--- src/rtl/seg_adder_mc.sv ---
// Multi-cycle segmented adder: SEG bits per clock, carry carried between segments in a flop.
// Optional signed-overflow output enabled by defining SEG_ADDER_OVF_EN.
module seg_adder_mc #(
  parameter int WIDTH = 32,
  parameter int SEG   = 8
) (
  input  logic             clk,
  input  logic             rst_n,
  input  logic             in_valid,
  output logic             in_ready,
  input  logic [WIDTH-1:0] a,
  input  logic [WIDTH-1:0] b,
  input  logic             cin,
  output logic             out_valid,
  input  logic             out_ready,
  output logic [WIDTH-1:0] sum,
  output logic             cout,
  output logic             busy
`ifdef SEG_ADDER_OVF_EN
  ,
  output logic             ovf
`endif
);

  localparam int NSEG = WIDTH / SEG;
  localparam int CW   = (NSEG > 1) ? $clog2(NSEG) : 1;

  typedef enum logic [1:0] {IDLE, RUN, DONE} state_e;

  typedef struct packed {
    logic [NSEG-1:0][SEG-1:0] a;
    logic [NSEG-1:0][SEG-1:0] b;
  } opnd_t;

  state_e                   state_q, state_d;
  opnd_t                    opnd_q, opnd_d;
  logic                     carry_q, carry_d;
  logic [CW-1:0]            cnt_q, cnt_d;
  logic [NSEG-1:0][SEG-1:0] sum_q, sum_d;
  logic                     cout_q, cout_d;
  logic                     ovf_q, ovf_d;

  logic [SEG-1:0] seg_a, seg_b;
  logic [SEG:0]   seg_sum;
  logic           last_seg;

  // Segment currently being added, selected by the count.
  always_comb begin
    seg_a = '0;
    seg_b = '0;
    for (int i = 0; i < NSEG; i++) begin
      if (cnt_q == CW'(i)) begin
        seg_a = opnd_q.a[i];
        seg_b = opnd_q.b[i];
      end
    end
    seg_sum  = {1'b0, seg_a} + {1'b0, seg_b} + {{SEG{1'b0}}, carry_q};
    last_seg = (cnt_q == CW'(NSEG - 1));
  end

  always_comb begin
    state_d = state_q;
    opnd_d  = opnd_q;
    carry_d = carry_q;
    cnt_d   = cnt_q;
    sum_d   = sum_q;
    cout_d  = cout_q;
    ovf_d   = ovf_q;
    case (state_q)
      IDLE: begin
        if (in_valid) begin
          opnd_d  = '{a: a, b: b};
          carry_d = cin;
          cnt_d   = '0;
          state_d = RUN;
        end
      end
      RUN: begin
        for (int i = 0; i < NSEG; i++) begin
          if (cnt_q == CW'(i)) sum_d[i] = seg_sum[SEG-1:0];
        end
        carry_d = seg_sum[SEG];
        if (last_seg) begin
          // Last segment holds the sign bits, so overflow is judged here.
          cout_d  = seg_sum[SEG];
          ovf_d   = (opnd_q.a[NSEG-1][SEG-1] == opnd_q.b[NSEG-1][SEG-1]) &&
                    (seg_sum[SEG-1] != opnd_q.a[NSEG-1][SEG-1]);
          state_d = DONE;
        end else begin
          cnt_d = cnt_q + 1'b1;
        end
      end
      DONE: begin
        if (out_ready) state_d = IDLE;
      end
      default: state_d = IDLE;
    endcase
  end

  always_ff @(posedge clk or negedge rst_n) begin
    if (!rst_n) begin
      state_q <= IDLE;
      opnd_q  <= '0;
      carry_q <= 1'b0;
      cnt_q   <= '0;
      sum_q   <= '0;
      cout_q  <= 1'b0;
      ovf_q   <= 1'b0;
    end else begin
      state_q <= state_d;
      opnd_q  <= opnd_d;
      carry_q <= carry_d;
      cnt_q   <= cnt_d;
      sum_q   <= sum_d;
      cout_q  <= cout_d;
      ovf_q   <= ovf_d;
    end
  end

  assign in_ready  = (state_q == IDLE);
  assign out_valid = (state_q == DONE);
  assign busy      = (state_q != IDLE);
  assign sum       = sum_q;
  assign cout      = cout_q;

`ifdef SEG_ADDER_OVF_EN
  assign ovf = ovf_q;
`else
  logic unused_ovf;
  assign unused_ovf = ovf_q;
`endif

endmodule

--- config.mk ---
export PLATFORM = sky130hd
export DESIGN_NAME = seg_adder_mc
export DESIGN_NICKNAME = d
export VERILOG_FILES = /design/src/rtl/seg_adder_mc.sv
export SDC_FILE = /design/constraint.sdc
export NUM_CORES = 1
export LEC_CHECK = 0
export CORE_AREA = 4 4 124 126
export CTS_BUF_LIST = sky130_fd_sc_hd__clkbuf_2 sky130_fd_sc_hd__clkbuf_4 sky130_fd_sc_hd__clkbuf_8
export CTS_CLUSTER_DIAMETER = 30
export DETAILED_ROUTE_END_ITERATION = 8
export DIE_AREA = 0 0 128 130
export PLACE_DENSITY = 0.59
export SLEW_MARGIN = 20
export SYNTH_ARGS = -nofsm -noshare
export SYNTH_HDL_FRONTEND = slang
export SYNTH_SLANG_ARGS = --single-unit
--- constraint.sdc ---
create_clock -name clk -period 3.87 [get_ports clk]
set_clock_uncertainty 0.15 [all_clocks]
set_input_delay 0.387 -clock clk [delete_from_list [all_inputs] [get_ports clk]]
set_output_delay 0.387 -clock clk [all_outputs]
set_load 0.01 [all_outputs]
# Word-level counts from Yosys, hierarchy flattened
# Index checks and enable logic that the tools add are counted.
# classes
n_reduce_logical	12
eq_ne	9
add_sub_neg	3
muxes	17
# op_table
cell	n
8-bit two-way mux	8
2-bit AND reduction	6
2-bit two-way mux	5
8-bit by 8-bit adder with 9-bit output	1
9-bit by 1-bit adder with 9-bit output	1
2-bit equality test, second input constant	3
2-bit != test, second input constant	3
2-bit case mux with 3 select lines	1
3-bit AND reduction	2
2-bit by 1-bit equality test with 1-bit output, second input constant	2
2-bit zero test	2
2-bit case mux with 2 select lines	1
2-bit nonzero test	2
2-bit by 1-bit adder with 2-bit output, second input constant	1
2-bit by 1-bit != test with 1-bit output, second input constant	1
1-bit case mux with 2 select lines	1
1-bit two-way mux	1
# word_totals
out_inout_bits	36
in_bits	69
ff_bits	102
word_cells	57

# Depth between registers and ports, before layout
# Gate-level depths: netlist of the first run.
# depth
word_depth	8
depth_mapped	14

# Least setup slack after synthesis of the first run
# Ideal clock, no wire load.
# synth_path
kind	register to register
start	register cnt_q[1]
end	register sum_q (netlist bit sum[6])
synth_period_minus_slack_ns	3.145
arrival_ns	2.862
stages_incl_launch_ff	15
slack_ns	0.725
setup_time_ns	0.133
required_ns	3.587
path_buffers	2
cell_sequence	dfrtp_1 > inv_1 > ha_1 > buf_2 > clkbuf_1 > a221oi_1 > nor3_1 > a21oi_1 > fa_1 > fa_1 > nor2b_1 > nor3_1 > o21a_1 > xor2_1 > o21ai_0
# synth_via
elab_chain_len	7
elab_cells_between_ends	15
classes_between	add/sub: 2; eq/ne: 3; mux: 8; reduce/logical: 2
# synth_rtl
item	line_no	source
start: declaration	38	logic [CW-1:0] cnt_q, cnt_d;
start signal: assignment	113	cnt_q <= cnt_d;
2-bit zero test	52, 80	
8-bit two-way mux (4 in series)	52	if (cnt_q == CW'(i)) begin
8-bit by 8-bit adder with 9-bit output	57	seg_sum = {1'b0, seg_a} + {1'b0, seg_b} + {{SEG{1'b0}}, carry_q};
9-bit by 1-bit adder with 9-bit output	57	
end signal: assignment	114	sum_q <= sum_d;
end: declaration	39	logic [NSEG-1:0][SEG-1:0] sum_q, sum_d;
# Several ways; a longest one is shown, not always the timed one.
# A chain may end at the register's enable or synchronous reset.

# Worst setup path in the final report of the first run
# layout_path
start	register cnt_q[0]
end	register sum_q (netlist bit sum[30])
# layout_via
elab_chain_len	7
elab_cells_between_ends	15
classes_between	add/sub: 2; eq/ne: 3; mux: 8; reduce/logical: 2
# layout_rtl
item	line_no
2-bit zero test	52
8-bit two-way mux (4 in series)	52
8-bit by 8-bit adder with 9-bit output	57
9-bit by 1-bit adder with 9-bit output	57
# Several ways; a longest one is shown, not always the timed one.

==> summary by stage, run 1 <==
Clock tree
The count of H-tree levels built during CTS is 3. The tree is rooted in a sky130_fd_sc_hd__clkbuf_8. In this run, CTS created clock tree buffers numbering 9. The clock latency on the worst-skew pair is 0.38 ns. After clock tree synthesis, the clock-pin slew on the worst setup and hold paths is 0.09 ns. The clock tree from TritonCTS is built. Counting every sink on the clock net gives 102. In this run the deepest clock path goes through 2 buffers.

Post-CTS timing repair inserted 0 buffers for setup.

STA
For the pin with the worst max-slew slack, the measured transition is 0.6087 ns. The number of slew-limit violations in the final report was 0. The ratio of final minimum period to clock period is 90.53%. Setup repair after global routing left no endpoint under its margin. The worst path in the final design needs a cycle of 3.504 ns, including I/O delays and setup.

The peak clock frequency supported by timing is 285.4 MHz. In the final timing run, aggregate negative setup slack is 0 ns. Headroom to the max-slew limit came out at 59.32%. Setup violations remaining at the end of the flow were counted as 0.

The hold violation total from the final report is 0.

Critical path
The type of destination of the critical path is a register. For flop-to-flop paths, the worst setup slack is 0.37 ns. The kind of critical path is reg -> reg. The type of element launching the critical path is a register. The largest driver fanout on the critical path is 6. The required time at the worst-slack endpoint is 3.96 ns. The data arrival at the endpoint of the critical path is 3.59 ns.

Pwr
The total power is 0.005652 W. For this design the ratio of total power to cell area is 902.5 nW/µm². The worst-case IR drop observed on VDD is 0.3257 mV. The leakage power is 2.695 nW.

Placed design
The number of buffers inserted by port buffering is 104. The weighted congestion at the end of routability-driven global placement is 0.8021. The placed standard-cell area is 6078 µm². The HPWL after detailed placement is 8.767 mm.

Route
The via count is 3360. The first routing iteration left 130 violations. The via-per-instance ratio is 4.814.

The first TritonRoute pass finished after 6 iterations. After detailed routing, the number of remaining DRC violations is 0. The total wire length is 11.63 mm.

The final antenna-violating net count is 0. In the final routed layout, each cell accounts on average for 16.65 µm.

Cells and area
The net count reported at finish is 592. The combined flip-flop and latch cell area is 2552 µm². The post-route netlist has 18.29% of its cells at a drive strength greater than 1. Summing all non-filler instances in the final layout gives an area of 6262 µm². The antenna diode instance count is 0. At the end of the flow the core is filled with cells to 43.75%.

The multi-input gate area in the final layout is 2155 µm². The area growth from synthesis to final layout is 27.13%. The layout has 1353 filler cells.

The commonest non-fill, non-tap cell in the layout is sky130_fd_sc_hd__clkdlybuf4s50_1. The top cell types in the final layout, fill and taps aside, are sky130_fd_sc_hd__clkdlybuf4s50_1, sky130_fd_sc_hd__dfrtp_1, sky130_fd_sc_hd__nand2_1.

Yosys
The number of nets produced by synthesis is 491. The cell area that synthesis handed to floorplanning was 4926 µm². The post-synthesis average cell area is 12.04 µm². Synthesis inferred 102 register bits. The number of warnings issued by yosys is 0.

Synthesis produced a netlist whose cell count is 409. The share of the Yosys chip area taken by registers is 51.82%. The count of cell types in the netlist is 39.

Flow run
The max capacitance violation total is 0.

Global route
The global router's overall resource usage is 14.67%. Global routing finished with a remaining overflow of 0. The first global-routing pass estimated 18.79 mm of wire. The via count of the first global-routing pass is 3544.

Entering global routing, the biggest net connects 38 pins. The number of antenna violations at the first check in global routing is 0.

Die
From left edge to right edge, the die measures 128 µm. The die footprint is 16640 µm². For this configuration, the core starts out at a cell density of 34.41%. For this design the top-level I/O count stands at 105. The floorplan step set the die height to 130 µm. The core box area is 14310 µm².

The cell row count is 44.

Worst hold path
The path type of the worst min-delay path is reg -> reg.

Run status
The run finished with clean final reports.
## report_power, final
| part | switching (W) | total, W | internal [W] |
|---|---|---|---|
| Combinational | 0.00152 | 0.00309 | 0.00157 |
| Sequential | 0.000345 | 0.00195 | 0.00161 |
| Clock | 0.000352 | 0.000614 | 0.000262 |
| Total | 0.00222 | 0.00565 | 0.00343 |
## timing repair
action / in CTS / in global routing
hold buffers: 1 / 0
resized for setup: 0 / 0
hold endpoints to repair: 35 / 0
## cell type report
type / instances / share of cell area [%]
clock buffers: 11 / 2.418
clock inverters: 4 / 0.3596
inverters: 10 / 0.5994
multi-input cells: 275 / 34.41
flip-flops and latches: 102 / 40.76
well taps: 184 / 3.676
repair buffers: 112 / 17.78
## stage by stage
step	std cells	hold slack, ns	setup WS (ns)
after floorplan	409	-0.05859	0.7250
after global placement	682	0.2215	0.5507
after detailed placement	682	0.2276	0.3846
after CTS	698	0.3403	0.3444
after global routing	698	0.3539	0.08292
final	698	0.3340	0.3663
## state kept, by name, indices dropped and copies added (netlist names)
register	cells
cout	1
carry_q	1
sum	32
state_q	2
cnt_q	2
opnd_q	64
## critical path, stage by stage (launching register included)
cell and delay, ns:
sky130_fd_sc_hd__dfrtp_1 0.45, sky130_fd_sc_hd__inv_1 0.11, sky130_fd_sc_hd__ha_1 0.17, sky130_fd_sc_hd__nor2b_1 0.35
sky130_fd_sc_hd__a221oi_1 0.14, sky130_fd_sc_hd__nor3_1 0.22, sky130_fd_sc_hd__a21oi_1 0.10, sky130_fd_sc_hd__fa_1 0.46
sky130_fd_sc_hd__fa_1 0.43, sky130_fd_sc_hd__nor2b_1 0.17, sky130_fd_sc_hd__nor3_1 0.07, sky130_fd_sc_hd__o21a_1 0.21
sky130_fd_sc_hd__xor2_1 0.22, sky130_fd_sc_hd__o21ai_0 0.12
## Yosys cell counts, drive strengths merged
library cell	number	area share, %
fa	2	0.81
nand2b	3	0.38
xor2	3	0.53
mux2	68	19
ha	11	2.8
o21ai	43	4.4
xnor2	1	0.18
o31a	1	0.18
o221ai	1	0.18
a21o	2	0.30
or2	1	0.18
dfrtp	102	52
nand3b	10	1.5
nor3b	1	0.15
a21oi	29	2.9
nor3	6	0.61
a22oi	3	0.46
o21a	3	0.46
and2	1	0.18
nand2	59	4.5
nor2b	8	1.0
mux2i	1	0.20
o21bai	1	0.15
nor2	5	0.38
buf	10	2.8
a22o	2	0.36
o31ai	4	0.61
a21boi	1	0.15
clkbuf	12	0.91
a221oi	4	0.71
o211ai	1	0.15
inv	10	0.76
## worst paths after layout
path	startpoint	endpoint	cells past startpoint
setup / recovery	cnt_q[0]	sum[30]	13
hold / removal	sum[9]	sum[9]	2
setup reg to reg	cnt_q[0]	sum[30]	13
hold reg to reg	sum[9]	sum[9]	2
max in group asynchronous	rst_n	sum[30]	3
min in group asynchronous	rst_n	sum[23]	2
## cell families (layout without fill, tap and decap cells)
family	count (synthesis)	in the layout	synth area share [%]
flip-flops	102	102	51.82
AO/OA/AOI/OAI	95	95	11.02
XOR/XNOR	4	4	0.7113
multiplexers	69	69	19.48
buffers and inverters	32	137	4.445
AND/OR/NAND/NOR	94	94	8.916
adder cells (fa/ha/maj)	13	13	3.607
## per-layer routing
metal	vias up	track usage [%]	part of all wire (%)
met4	0	6.305	2.3
li1	1623	-	-
met2	94	21.78	43
met5	-	0	0
met3	17	3.602	4.9
met1	1626	20.51	49
Note: power is estimated with default switching activity, not from simulation.
==> run 2: changes to the inputs <==
Settings changed: CORE_AREA 4 4 124 126 to 4 4 102 104, DIE_AREA 0 0 128 130 to 0 0 106 108, GPL_TIMING_DRIVEN from default to 0, PLACE_DENSITY 0.59 to 0.82, SLEW_MARGIN 20 to default.
==> run 2 against run 1 <==
Against the previous run: combinational power increased by 6%; power increased by 6.7%; critical path depth increased by 1; flip-flop and latch count unchanged; final cell count decreased by 4.9%; final area increased by 2.9%; first-iteration DRC count increased by 5.4%; hold slack improved by 0.0045 ns; maximum frequency decreased by 4.3%; critical endpoint is now sum[14].
==> summary by stage, run 2 (synthesis gave the netlist of run 1 again) <==
Run status
The run finished with clean final reports.

Pwr
Dividing total power by cell area gives a power density of 935.8 nW/µm². VDD sags by at most 0.3725 mV. The total power is 0.006030 W. The leakage power is 2.789 nW.

Worst hold path
The path type of the worst min-delay path is reg -> reg.

Cells and area
The net count reported at finish is 608. From synthesis to final layout, the design area changed by 30.81%. The commonest non-fill, non-tap cell in the layout is sky130_fd_sc_hd__clkdlybuf4s50_1. The finished cells cover 6444 µm². In the final layout, the share of cells above drive strength 1 is 19.77%. The final-layout fill cell count is 699. 0 antenna diodes ended up in the layout. The largest register by flop count is opnd_q.

Across the whole layout, storage elements account for 2552 µm². Cells fill 67.48% of the core in the end. The register with the most flip-flops in the layout has 64 of them. The library cells used most frequently in the layout, excluding fill and tap cells, are sky130_fd_sc_hd__clkdlybuf4s50_1, sky130_fd_sc_hd__dfrtp_1, sky130_fd_sc_hd__nand2_1.

The multi-input gate area in the final layout is 2181 µm².

STA
The shortest period the worst path allows is 3.661 ns. The hold violation total from the final report is 0. Of the available clock period, the critical path in the final layout requires 94.60%. The setup TNS is 0 ns. For this run, the top clock speed supported by timing is 273.2 MHz.

The number of slew-limit violations in the final report is 0. Setup violations remaining at the end of the flow were counted as 0. Across all hold checks on the routed design, the worst slack comes to 0.3386 ns.

Measured against its own limit, the worst slew margin works out to 54.40%. Setup repair after global routing left no endpoint under its margin. The transition at the pin with the smallest max-transition slack is 0.6839 ns.

Clock tree
The clock sink total is 102. After clock tree synthesis, the clock-pin slew on the worst setup and hold paths is 0.10 ns. The clock tree from TritonCTS is built. The post-CTS repair timing setup buffer count is 0. No sink is reached through more buffers than the 2 on the longest clock path. The H-tree was split into 3 levels. The clock latency on the worst-skew pair is 0.37 ns.

The root buffer selected by CTS is sky130_fd_sc_hd__clkbuf_8. Clock tree synthesis inserted a total of 9 buffers.

Critical path
The kind of critical path is reg -> reg. STA puts the critical path data required time at 4.00 ns. STA classifies the critical path startpoint as a register. Walking the worst path, the cells encountered are inv_1, ha_1, buf_2, buf_2, a221oi_1, nor3_1, a21oi_1, fa_1, fa_1, nor2b_1, nor3_1, o21a_1, xor2_2, o21ai_0.

The worst setup path is captured at a register. For this run, the slowest stage of the critical path takes 0.46 ns. The master of the slowest instance on the critical path is sky130_fd_sc_hd__fa_1. The data arrival at the endpoint of the critical path is 3.79 ns. The largest driver fanout on the critical path is 10.

Global route
The total congestion overflow after global routing is 0. The global router's overall resource usage is 20.39%. The via count of the first global-routing pass came to 3645. The largest net degree at the start of global routing is 53. The number of antenna violations at the first check in global routing was 0.

The first global-routing pass estimated 18.28 mm of wire.

Route
The DRC violations left is 0. The routed layout has 3507 vias. The total wire length is 11.46 mm. The initial detailed-routing violation count is 137. The final antenna-violating net count is 0. After detailed routing, the number of vias per cell comes to 5.282. In the final routed layout, each cell accounts on average for 17.26 µm. The length of the first detailed-routing pass in iterations is 4.

Die
For this configuration, the core starts out at a cell density of 51.59%. The die footprint is 11450 µm². The die boundary width is 106 µm. The core region is 9549 µm². The floorplan step set the die height to 108 µm. Pin placement for this block handled 105 I/O pins.

In this run the core area contains 36 standard-cell rows.

Placed design
The placed standard-cell area is 6158 µm². The weighted congestion at the end of routability-driven global placement is 0.8617. Detailed placement finished with a half-perimeter wire length of 8.916 mm.

Input and output buffers added on the ports amount to 104.

Flow run
The max capacitance violation total is 0.
## run 2: critical path, delay by kind of cell, from the launching register on
family,cells,cell delay [ns]
flops,1,0.44
compound gates,4,0.69
simple gates,3,0.47
xor+xnor,1,0.17
fa+ha+maj,3,1.05
buf+inv,3,0.61
## run 2: layout make-up
type	instances	share of cell area [%]
buffer	22	2.874
clock buffer	9	1.922
clock inverter	7	1.883
inverter	10	0.5825
multi-input combinational	275	33.84
sequential	102	39.61
tap	133	2.583
timing repair buffer	106	16.70
## run 2: metal layers
metal  up-vias  wire length [µm]  part of all wire (%)  GRT usage, %
li1       1658                 -                     -             -
met1      1701              5077                    44         26.86
met2       126              5494                    48         34.06
met3        22               712                   6.2         4.836
met4         0               176                   1.5         5.828
met5         -                 0                     0             0
## run 2: path summary, 6_finish.rpt
path,start,to,cells after the start,slack (ns)
setup / recovery,cnt_q[1],sum[14],14,0.21
hold / removal,sum[20],sum[20],2,0.34
setup reg to reg,cnt_q[1],sum[14],14,0.21
hold reg to reg,sum[20],sum[20],2,0.34
max in group asynchronous,rst_n,opnd_q[12],3,2.44
min in group asynchronous,rst_n,sum[11],2,0.45
## run 2: power breakdown
part / switching [W] / internal (W) / total (W)
registers: 0.000345 / 0.00160 / 0.00195
logic: 0.00162 / 0.00166 / 0.00327
clock network: 0.000376 / 0.000431 / 0.000808
## run 2: what timing repair did
action                                  4_1_cts  5_1_grt
endpoints found under the setup margin        1       14
gates resized for setup                       2        9
hold buffers                                  1        0
pin swaps                                     0        0
endpoints found under the hold margin        51        0
## run 2: through the flow
| stage | cells | setup WS (ns) |
|---|---|---|
| 2_1_floorplan | 409 | 0.7250 |
| 3_3_place_gp | 646 | -1.286 |
| 3_5_place_dp | 647 | 0.003752 |
| 4_1_cts | 664 | 0.06271 |
| 5_1_grt | 664 | 0.006473 |
| 6_report | 664 | 0.2090 |
==> run 3: changes to the inputs <==
Settings changed: PLACE_DENSITY 0.82 to 0.81.
==> run 3 against run 2 <==
Against the previous run: final area is 0.82% lower; utilization fell by 0.55 points; hold slack got worse by 0.0013 ns.
==> summary by stage, run 3 (synthesis gave the netlist of run 1 again) <==
Critical path
The master of the slowest instance on the critical path is sky130_fd_sc_hd__fa_1. On the worst path, the slowest cell contributes a delay of 0.45 ns. The critical path ends at sum[22]. The critical path in this run is classified as reg -> reg. The critical path contains buffers and inverters numbering 2 combined. STA classifies the critical path endpoint as a register. Walking the worst path, the cells encountered are inv_1, ha_1, buf_2, nor2b_2, a221oi_1, nor3_1, a21oi_1, fa_1, fa_1, nor2b_1, nor3_1, o21a_1, xor2_1, o21ai_0. The critical path crosses 14 cells after its start point. The endpoint of the lowest-slack register-to-register path is sum[22]. Tracing the worst setup path back leads to its startpoint at cnt_q[1]. The worst setup path is launched from a register.

Along the worst path, the maximum fanout reaches 10. STA puts the critical path data required time at 3.96 ns. The setup check on the worst reg-to-reg path leaves a slack of 0.20 ns.

The count of cells along the worst register-to-register path is 14. The cell family contributing the most delay on the critical path is adder cells. In this run the critical register-to-register path is launched from cnt_q[1].

STA puts the critical path data arrival time at 3.76 ns.

Placed design
The weighted congestion at the end of routability-driven global placement is 0.8624. In this run the tool buffered the top-level ports with 104 buffer cells. The post-place setup slack is 0.1228 ns. The post-DP HPWL is 8.850 mm.

Global route
The total congestion overflow after global routing is 0. Entering global routing, the biggest net connects 58 pins. The global router's overall resource usage is 20.42%. The first-pass GRT wire length is 18.23 mm. The number of antenna violations at the first check in global routing is 0. The via count of the first global-routing pass was 3655.

STA
Hold is met by 0.3373 ns. The shortest period the worst path allows is 3.670 ns. The count of endpoints failing setup in the final report is 0. The number of slew-limit violations in the final report is 0. The hold violation total from the final report is 0.

For the pin with the worst max-slew slack, the measured transition is 0.7269 ns. Dividing the final minimum period by the clock period gives 94.83%. In the post-route analysis, the smallest setup slack over all paths is 0.2002 ns. The peak clock frequency supported by timing is 272.5 MHz. Setup repair after global routing could not meet its margin everywhere. In the final timing run, aggregate negative setup slack is 0 ns. In this run the tightest slew margin relative to its limit is 51.54%.

Die
The initial core utilization is 51.59%. The die boundary width is 106 µm. Measured along the y axis, the die boundary spans 108 µm. The die covers 11450 µm².

The core region is 9549 µm². The I/O pin count is 105. The initialized floorplan defines 36 standard-cell rows.

Cells and area
The library cell used most frequently in the layout, excluding fill and tap cells, is sky130_fd_sc_hd__clkdlybuf4s50_1. In the layout the commonest cells are sky130_fd_sc_hd__clkdlybuf4s50_1, sky130_fd_sc_hd__dfrtp_1, sky130_fd_sc_hd__nand2_1. The antenna diode instance count is 0. The area growth from synthesis to final layout is 29.74%. opnd_q holds more flip-flops than any other register. The net count reported at finish is 608. The filler cells instantiated in the layout total 739. The proportion of layout cells with a drive suffix above 1 is 19.77%. The register with the most flip-flops in the layout has 64 of them.

Flow run
Max-cap violations in this run came to 0.

Clock tree
The root buffer selected by CTS is sky130_fd_sc_hd__clkbuf_8. The clock latency on the worst-skew pair is 0.38 ns. Counting along the longest clock path gives a buffer depth of 2. TritonCTS built the clock tree. After clock tree synthesis, the clock-pin slew on the worst setup and hold paths is 0.09 ns. The clock sink total is 102. Counting the buffers created by CTS gives 9. The post-CTS repair timing setup buffer count is 0.

CTS built an H-tree with a depth of 3.

Pwr
The power per standard cell area is 924.7 nW/µm². Combinational logic is responsible for 55.5% of the overall power. Registers are responsible for 33.0% of the overall power.

Across the VDD grid, the largest voltage drop is 0.3571 mV. Net switching is 39.84% of the power. The clock share of power is 11.5%. The switching power summed over all nets is 0.002354 W.

The internal portion of the total power is 0.003556 W. In this run the static leakage power is 2.772 nW.

Route
The via-per-instance ratio is 5.340. For this block, the via count after detailed routing is 3546. The length of the first detailed-routing pass in iterations is 5. The count of nets left with antenna violations once routing finished came out at 0. The detailed router finished its first iteration with 165 violations. The DRC violations left is 0. The total wire length is 11.52 mm. After detailed routing, the average wire length per cell comes to 17.35 µm.

Worst hold path
The path class of the tightest hold or removal check is reg -> reg.

Run status
The flow ran to the end, and the final reports show no timing, DRC or antenna violations.
run 3: routing by layer:
metal	GRT usage (%)	part of all wire [%]	vias up
met1	27.00	44	1730
met5	0	0	-
met3	4.896	6.5	18
met4	6.568	1.8	0
li1	-	-	1662
met2	33.56	48	136
run 3: how the worst min path moves through the flow:
stage | slack [ns] | startpoint | cells after the start | endpoint
after global placement | 0.31 | sum[16] | 2 | sum[16]
final | 0.34 | sum[25] | 2 | sum[25]
after floorplan | -0.06 | rst_n | 0 | carry_q
after global routing | 0.36 | sum[17] | 2 | sum[17]
after detailed placement | 0.32 | sum[25] | 2 | sum[25]
after CTS | 0.34 | sum[25] | 2 | sum[25]
run 3: area by class of cell:
class                   instances  area (µm²)  share of cell area (%)
clock buffers                   9       123.9                   1.938
flip-flops and latches        102        2552                   39.94
plain buffers                  22       185.2                   2.897
clock inverters                 7       73.82                   1.155
inverters                      10       37.54                  0.5873
repair buffers                106        1076                   16.84
multi-input cells             275        2176                   34.04
well taps                     133       166.4                   2.604
run 3: repair_timing:
item / 4_1_cts / 5_1_grt
setup endpoints to repair: 0 / 18
resized for setup: 0 / 10
hold buffers: 1 / 0
hold endpoints to repair: 56 / 0
run 3: stage by stage:
stage	instance area, µm²	power [W]	utilization [%]	instances
after floorplan	4926	0.004073	-	409
after global placement	6133	0.005020	64.23	646
after detailed placement	6158	0.005172	64.49	647
after CTS	6366	0.005857	66.67	664
after global routing	6391	0.006329	66.93	664
final	6391	0.005910	66.93	664
run 3: power by group through the flow:
stage | logic [W] | clock network (W) | registers [W]
2_1_floorplan | 0.00215 | 0 | 0.00192
3_3_place_gp | 0.00310 | 0 | 0.00192
3_5_place_dp | 0.00322 | 0 | 0.00196
4_1_cts | 0.00323 | 0.000683 | 0.00194
5_1_grt | 0.00359 | 0.000727 | 0.00201
6_report | 0.00328 | 0.000681 | 0.00195
run 3: worst min-delay path: cells and delay by family (launching register included):
kind            cells  cell delay, ns
flops               1            0.35
compound gates      1            0.06
simple gates        1            0.05
